**src/rtl/counter_run_ctrl.sv**
```systemverilog
// Sequencer driving an up-counter through N clear/enable/sample runs.
// Optional COUNTER_CTRL_PAUSE_EN adds a pause input that stalls RUN.
module counter_run_ctrl #(
    parameter int LEN_W = 8,
    parameter int REP_W = 4,
    parameter int GAP_W = 4,
    parameter int CNT_W = 4
) (
    input  logic             clock,
    input  logic             reset,
    input  logic             start,
    input  logic [LEN_W-1:0] run_len,
    input  logic [REP_W-1:0] rep_cnt,
    input  logic [GAP_W-1:0] gap_len,
`ifdef COUNTER_CTRL_PAUSE_EN
    input  logic             pause,
`endif
    input  logic             abort,
    input  logic [CNT_W-1:0] counter_out,
    output logic             cnt_reset,
    output logic             cnt_enable,
    output logic             busy,
    output logic             done,
    output logic             err,
    output logic [REP_W-1:0] runs_left,
    output logic [CNT_W-1:0] last_count
);

    typedef enum logic [2:0] {
        S_IDLE,
        S_CLEAR,
        S_RUN,
        S_SAMPLE,
        S_GAP,
        S_DONE
    } state_t;

    state_t           state_q, state_d;
    logic [LEN_W-1:0] len_cfg_q, len_cfg_d;
    logic [GAP_W-1:0] gap_cfg_q, gap_cfg_d;
    logic [LEN_W-1:0] len_q, len_d;
    logic [GAP_W-1:0] gap_q, gap_d;
    logic [REP_W-1:0] runs_left_q, runs_left_d;
    logic [CNT_W-1:0] last_count_q, last_count_d;
    logic             err_q, err_d;
    logic             cnt_reset_q, cnt_reset_d;
    logic             run_q, run_d;
    logic             busy_q, busy_d;
    logic             done_q, done_d;
    logic             pause_w;

`ifdef COUNTER_CTRL_PAUSE_EN
    assign pause_w = pause;
`else
    assign pause_w = 1'b0;
`endif

    always_comb begin
        state_d      = state_q;
        len_cfg_d    = len_cfg_q;
        gap_cfg_d    = gap_cfg_q;
        len_d        = len_q;
        gap_d        = gap_q;
        runs_left_d  = runs_left_q;
        last_count_d = last_count_q;
        err_d        = 1'b0;
        if (abort) begin
            state_d = S_IDLE;
        end else begin
            unique case (state_q)
                S_IDLE: begin
                    if (start) begin
                        if (run_len != '0 && rep_cnt != '0) begin
                            len_cfg_d   = run_len;
                            gap_cfg_d   = gap_len;
                            runs_left_d = rep_cnt;
                            state_d     = S_CLEAR;
                        end else begin
                            err_d = 1'b1;
                        end
                    end
                end
                S_CLEAR: begin
                    len_d   = len_cfg_q;
                    state_d = S_RUN;
                end
                S_RUN: begin
                    // paused cycles do not count toward the run length
                    if (!pause_w) begin
                        len_d = len_q - 1'b1;
                        if (len_q == LEN_W'(1)) begin
                            state_d = S_SAMPLE;
                        end
                    end
                end
                S_SAMPLE: begin
                    last_count_d = counter_out;
                    runs_left_d  = runs_left_q - 1'b1;
                    if (runs_left_q == REP_W'(1)) begin
                        state_d = S_DONE;
                    end else if (gap_cfg_q != '0) begin
                        gap_d   = gap_cfg_q;
                        state_d = S_GAP;
                    end else begin
                        state_d = S_CLEAR;
                    end
                end
                S_GAP: begin
                    gap_d = gap_q - 1'b1;
                    if (gap_q == GAP_W'(1)) begin
                        state_d = S_CLEAR;
                    end
                end
                S_DONE: begin
                    state_d = S_IDLE;
                end
                default: begin
                    state_d = S_IDLE;
                end
            endcase
        end
        cnt_reset_d = (state_d == S_CLEAR);
        run_d       = (state_d == S_RUN);
        busy_d      = (state_d != S_IDLE);
        done_d      = (state_d == S_DONE);
    end

    always_ff @(posedge clock or posedge reset) begin
        if (reset) begin
            state_q      <= S_IDLE;
            len_cfg_q    <= '0;
            gap_cfg_q    <= '0;
            len_q        <= '0;
            gap_q        <= '0;
            runs_left_q  <= '0;
            last_count_q <= '0;
            err_q        <= 1'b0;
            cnt_reset_q  <= 1'b0;
            run_q        <= 1'b0;
            busy_q       <= 1'b0;
            done_q       <= 1'b0;
        end else begin
            state_q      <= state_d;
            len_cfg_q    <= len_cfg_d;
            gap_cfg_q    <= gap_cfg_d;
            len_q        <= len_d;
            gap_q        <= gap_d;
            runs_left_q  <= runs_left_d;
            last_count_q <= last_count_d;
            err_q        <= err_d;
            cnt_reset_q  <= cnt_reset_d;
            run_q        <= run_d;
            busy_q       <= busy_d;
            done_q       <= done_d;
        end
    end

    assign cnt_reset  = cnt_reset_q;
    assign cnt_enable = run_q & ~pause_w;
    assign busy       = busy_q;
    assign done       = done_q;
    assign err        = err_q;
    assign runs_left  = runs_left_q;
    assign last_count = last_count_q;

endmodule

```
**config.mk**
```make
export PLATFORM = sky130hd
export DESIGN_NAME = counter_run_ctrl
export DESIGN_NICKNAME = d
export VERILOG_FILES = /design/src/rtl/counter_run_ctrl.sv
export SDC_FILE = /design/constraint.sdc
export NUM_CORES = 1
export LEC_CHECK = 0
export ABC_CLOCK_PERIOD_IN_PS = 4450
export CAP_MARGIN = 0
export CORE_ASPECT_RATIO = 0.8
export CORE_MARGIN = 5
export CORE_UTILIZATION = 48
export CTS_CLUSTER_DIAMETER = 60
export DETAILED_ROUTE_END_ITERATION = 7
export GPL_TIMING_DRIVEN = 0
export PLACE_DENSITY = 0.73
export SLEW_MARGIN = 0
export SYNTH_ARGS = -nofsm -noshare
export SYNTH_HDL_FRONTEND = slang
export SYNTH_SLANG_ARGS = --single-unit
```
**constraint.sdc**
```tcl
create_clock -name clock -period 4.45 [get_ports clock]
set_clock_uncertainty 0.15 [all_clocks]
set_input_delay 0.89 -clock clock [delete_from_list [all_inputs] [get_ports clock]]
set_output_delay 0.89 -clock clock [all_outputs]
set_load 0.02 [all_outputs]
```
[Word level (Yosys, flattened, before mapping)]
Cells that the tools add are included.
Word-level totals
  flip-flop bits (word level): 40
  output and inout port bits: 13
  word-level logic and storage cells: 63
Operators by class
  $add $sub $neg: 3
  eq/ne operators: 14
  mux-type cells: 19
  bitwise operators: 1
  reductions and logical operators: 14
Operator list (number)
  2-to-1 mux 3 bit: 7
  2-to-1 mux 4 bit: 4
  case mux 4 bit (2 select lines): 2
  case mux 8 bit (2 select lines): 1
  case mux 3 bit (5 select lines): 1
  AND reduction 4 bit: 3
  equality test 3 x 2 -> 1 bit (second input constant): 3
  equality test 4 x 1 -> 1 bit (second input constant): 2
  equality test 8 x 1 -> 1 bit (second input constant): 1
  inequality test 2 bit (second input constant): 4
  nonzero test 4 bit: 2
  nonzero test 8 bit: 1
  subtractor 4 x 1 -> 4 bit (second input constant): 2
  subtractor 8 x 1 -> 8 bit (second input constant): 1
  equality test 3 x 1 -> 1 bit (second input constant): 2
  equality test 3 bit (second input constant): 2
  nonzero test 2 bit: 3
  2-to-1 mux 1 bit: 4
  AND reduction 2 bit: 2
  logical NOT 3 bit: 1
  nonzero test 3 bit: 1
  logical AND 1 bit: 1
  inverter 1 bit: 1

[Depth between registers and ports, before layout]
Gate-level depths: netlist of the first run.
  depth after elaboration: 7
  mapped depth: 7

[Least setup slack after synthesis of the first run]
No wires, ideal clock.
  path kind: input to register
  start: input port start
  end: register gap_cfg_q[0]
  library setup time: 0.125 ns
  arrival time: 2.324 ns
  data required time: 4.175 ns
  setup slack: 1.851 ns
  stages on the path: 4
  buffers on the path: 1
  cell sequence: or4b_4 a2111oi_4 buf_6 mux2_4
On the way
  cells in the longest elaborated chain, start to end: 1
Ends and longest elaborated chain
  start, declared: line 11  | input logic start,
  AND reduction 4 bit (no source line)
  end signal, assigned: line 145  | gap_cfg_q <= gap_cfg_d;
  end, declared: line 40  | logic [GAP_W-1:0] gap_cfg_q, gap_cfg_d;
Every way passes these cells.
A chain may end at the register's enable or synchronous reset.

[Final worst setup path of the first run]
  start: input port start
  end: register gap_cfg_q[1]
The elaborated chain is that of the path after synthesis.

==> flow_metrics.py, run 1 <==
metrics = {
    "outcome": {
        "outcome": "finished, final reports clean",
    },
    "power": {
        "peakVddDrop_mv": 0.2822,
        "p_leak_nw": 1.140,
        "cellPowerDensity_nw_per_um2": 510.9,
    },
    "finish": {
        "drive_gt1_share_pct": 16.87,
        "layout_common_cells": "40 x dfrtp_1, 35 x clkdlybuf4s50_1, 11 x a21oi_1, 11 x o21ai_0",
        "final_nets": 272,
        "mostFrequentLayoutCell": "dfrtp_1",
        "diodes": 0,
        "syn_to_final_growth_pct": 24.13,
        "fin_util_pct": 62.76,
        "instances_no_fill": 300,
    },
    "placed_design": {
        "port_buffers": 35,
        "numPlacedInstances": 292,
        "gp_congestion": 0.8492,
        "dp_hpwl_mm": 3.367,
    },
    "logic_synthesis": {
        "yosysSeqAreaShare_pct": 46.51,
        "yosys.area_share.simple_pct": 16.98,
        "synth_top_family_by_area": "simple AND/OR/NAND/NOR gates",
        "ys_seq_elements": 40,
        "synth_compound_area_share_pct": 16.92,
        "synth_edf_count": 0,
        "synth_nets": 230,
        "synthArstFlopShare_pct": 100.0,
        "syn_area_per_cell_um2": 10.76,
        "ys.flop_type": "dfrtp_1",
        "synth_mux_area_share_pct": 10.93,
        "netlist_area_um2": 2152,
        "ys_warn_count": 0,
        "synthAdderAreaFrac_pct": 3.488,
        "synthXorXnorAreaFrac_pct": 0.4070,
        "synth_cell_types": 46,
        "postSynthCellCount": 200,
    },
    "grt": {
        "grt_pass1_wl_mm": 7.665,
        "grt_pass1_vias": 1571,
        "antenna_found_initial": 0,
        "grt_max_degree": 41,
        "grt_usage_pct": 16.28,
        "grt_overflow": 0,
    },
    "clocking": {
        "cts_sinks": 40,
        "clock_latency_ns": 0.30,
        "clkTransAtPathRegs_ns": 0.07,
        "cts_hold_buf": 0,
        "h-tree-depth": 2,
        "cts_setup_buffers": 0,
        "cts_buffers": 5,
        "cts_resized": 0,
        "tritoncts": "yes",
        "root_buffer": "clkbuf_8",
        "clock_path_buffers": 2,
    },
    "drt": {
        "drt_iter0_drc": 119,
        "wl_met2_mm": 1.831,
        "dr_wl_met3_um": 256,
        "vias": 1690,
        "avgRoutedWirePerCell_um": 15.19,
        "vias_per_cell": 5.633,
        "m1WireLength_mm": 2.403,
        "antenna_left": 0,
        "drc": 0,
        "routed_wirelength_mm": 4.556,
        "highest_layer": "met4",
        "firstDrtPassIters": 4,
    },
    "setup_path": {
        "slowest_delay_ns": 0.51,
        "cp-start-kind": "input port",
        "worstPathArrival_ns": 2.98,
        "cp-end-kind": "flip-flop",
        "worst-path-max-fanout": 10,
        "crit_family": "buffers and inverters",
        "path_cells": "clkdlybuf4s50_1, or4b_4, a2111oi_4, buf_6, mux2_4",
        "worstPathRequired_ns": 4.48,
        "critPathBufInv": 2,
        "worstSetupPathType": "in -> reg",
        "cp_slowest_cell": "or4b_4",
    },
    "run": {
        "maxCapViolations": 0,
    },
    "sta": {
        "period_share_pct": 66.27,
        "max_slew_margin_pct": 45.61,
        "max_freq_mhz": 339.1,
        "min_period_ns": 2.949,
        "slew_viol_final": 0,
        "fin_tns_setup_ns": 0,
        "hold_ws_ns": 0.3580,
        "rsz0062_at_grt": "false",
        "final-hold-violation-count": 0,
        "tightest_slew_ns": 0.8083,
        "setup_violations": 0,
    },
    "hold_path": {
        "hp-class": "reg -> reg",
    },
    "floorplanning": {
        "fp.dieH_um": 69.89,
        "die_width_um": 84.86,
        "core-area_um2": 4257,
        "dieArea_um2": 5931,
        "rows": 21,
        "ios": 37,
        "start_util_pct": 50.56,
    },
}
==> per-stage QoR <==
| step | cell area (um2) | total power [mW] | worst slack (ns) |
|---|---|---|---|
| finish | 2671 | 1.365 | 1.501 |
| global route | 2671 | 1.461 | 1.423 |
| CTS | 2671 | 1.374 | 1.485 |
| detailed placement | 2574 | 1.116 | 1.163 |
| global placement | 2574 | 1.105 | 1.183 |
| floorplan | 2152 | 0.9309 | 1.851 |
==> synthesized netlist by cell type (all sizes together) (3+ instances only) <==
cell type | number | area, um2
a21o | 4 | 30.03
a21oi | 11 | 55.05
buf | 4 | 35.03
clkbuf | 6 | 22.52
dfrtp | 40 | 1001
ha | 6 | 75.07
inv | 11 | 41.29
mux2 | 17 | 225.2
nand2 | 7 | 26.28
nand3 | 8 | 40.04
nor2 | 10 | 37.54
nor3 | 8 | 40.04
nor3b | 4 | 30.03
nor4 | 5 | 31.28
o211ai | 3 | 22.52
o21a | 4 | 30.03
o21ai | 11 | 55.05
o2bb2ai | 3 | 26.28
or3 | 3 | 18.77
or3b | 3 | 26.28
==> where the power goes <==
group          switching (mW)  internal (mW)
clock                   0.128          0.125
combinational           0.241          0.270
sequential              0.115          0.486
==> kinds of logic after synthesis <==
logic type / count (synthesis)
AO/OA/AOI/OAI: 51
XOR/XNOR: 1
adder cells (fa/ha/maj): 6
buffers and inverters: 22
flip-flops: 40
multiplexers: 18
AND/OR/NAND/NOR: 62
==> per-layer routing <==
layer	track usage [%]	vias up
met3	3.760	5
met5	0	-
met4	6.327	0
li1	-	829
met1	25.04	816
met2	21.81	40
==> flip-flops by register name, summed over array words and instances, names as in the netlist <==
signal and flops:
err 1, len_cfg_q 8, len_q 8, state_q 3
last_count 4, cnt_reset 1, gap_cfg_q 4, cnt_enable 1
gap_q 4, runs_left 4, done 1, busy 1
==> worst paths after layout <==
check / start / end / slack [ns] / depth (start not counted)
setup / recovery: start / gap_cfg_q[1]$_DFFE_PP0P_ / 1.50 / 5
hold / removal: last_count[3]$_DFFE_PP0P_ / last_count[3]$_DFFE_PP0P_ / 0.36 / 1
setup reg to reg: state_q[1]$_DFF_PP0_ / gap_cfg_q[1]$_DFFE_PP0P_ / 2.00 / 5
hold reg to reg: last_count[3]$_DFFE_PP0P_ / last_count[3]$_DFFE_PP0P_ / 0.36 / 1
max in group asynchronous: reset / len_cfg_q[1]$_DFFE_PP0P_ / 2.71 / 2
min in group asynchronous: reset / last_count[1]$_DFFE_PP0P_ / 0.92 / 2
==> layout make-up <==
class,count,area [um2]
Buffer,10,57.56
Clock buffer,6,82.58
Clock inverter,2,15.01
Fill cell,349,1585
Inverter,12,45.04
Multi-Input combinational cell,138,1049
Sequential cell,40,1001
Tap cell,57,71.32
Timing Repair Buffer,35,350.3
No activity file was read; power rests on OpenSTA's default activity.
==> run 2, diff against run 1 <==
ABC_CLOCK_PERIOD_IN_PS = 2850   (was 4450)
clock period = 2.85 ns   (was 4.45 ns; I/O delays follow)
==> results of run 2 <==
The final DEF is identical to that of run 1. Status: finished, final reports clean.
Main changes from that run: setup slack after placement 1.163 ns -> -0.1173 ns; setup slack after layout 1.501 ns -> 0.2210 ns; register-to-register setup slack 2.00 ns -> 0.40 ns; total power 1.365 mW -> 2.131 mW; worst IR drop on VDD 0.2822 mV -> 0.4406 mV
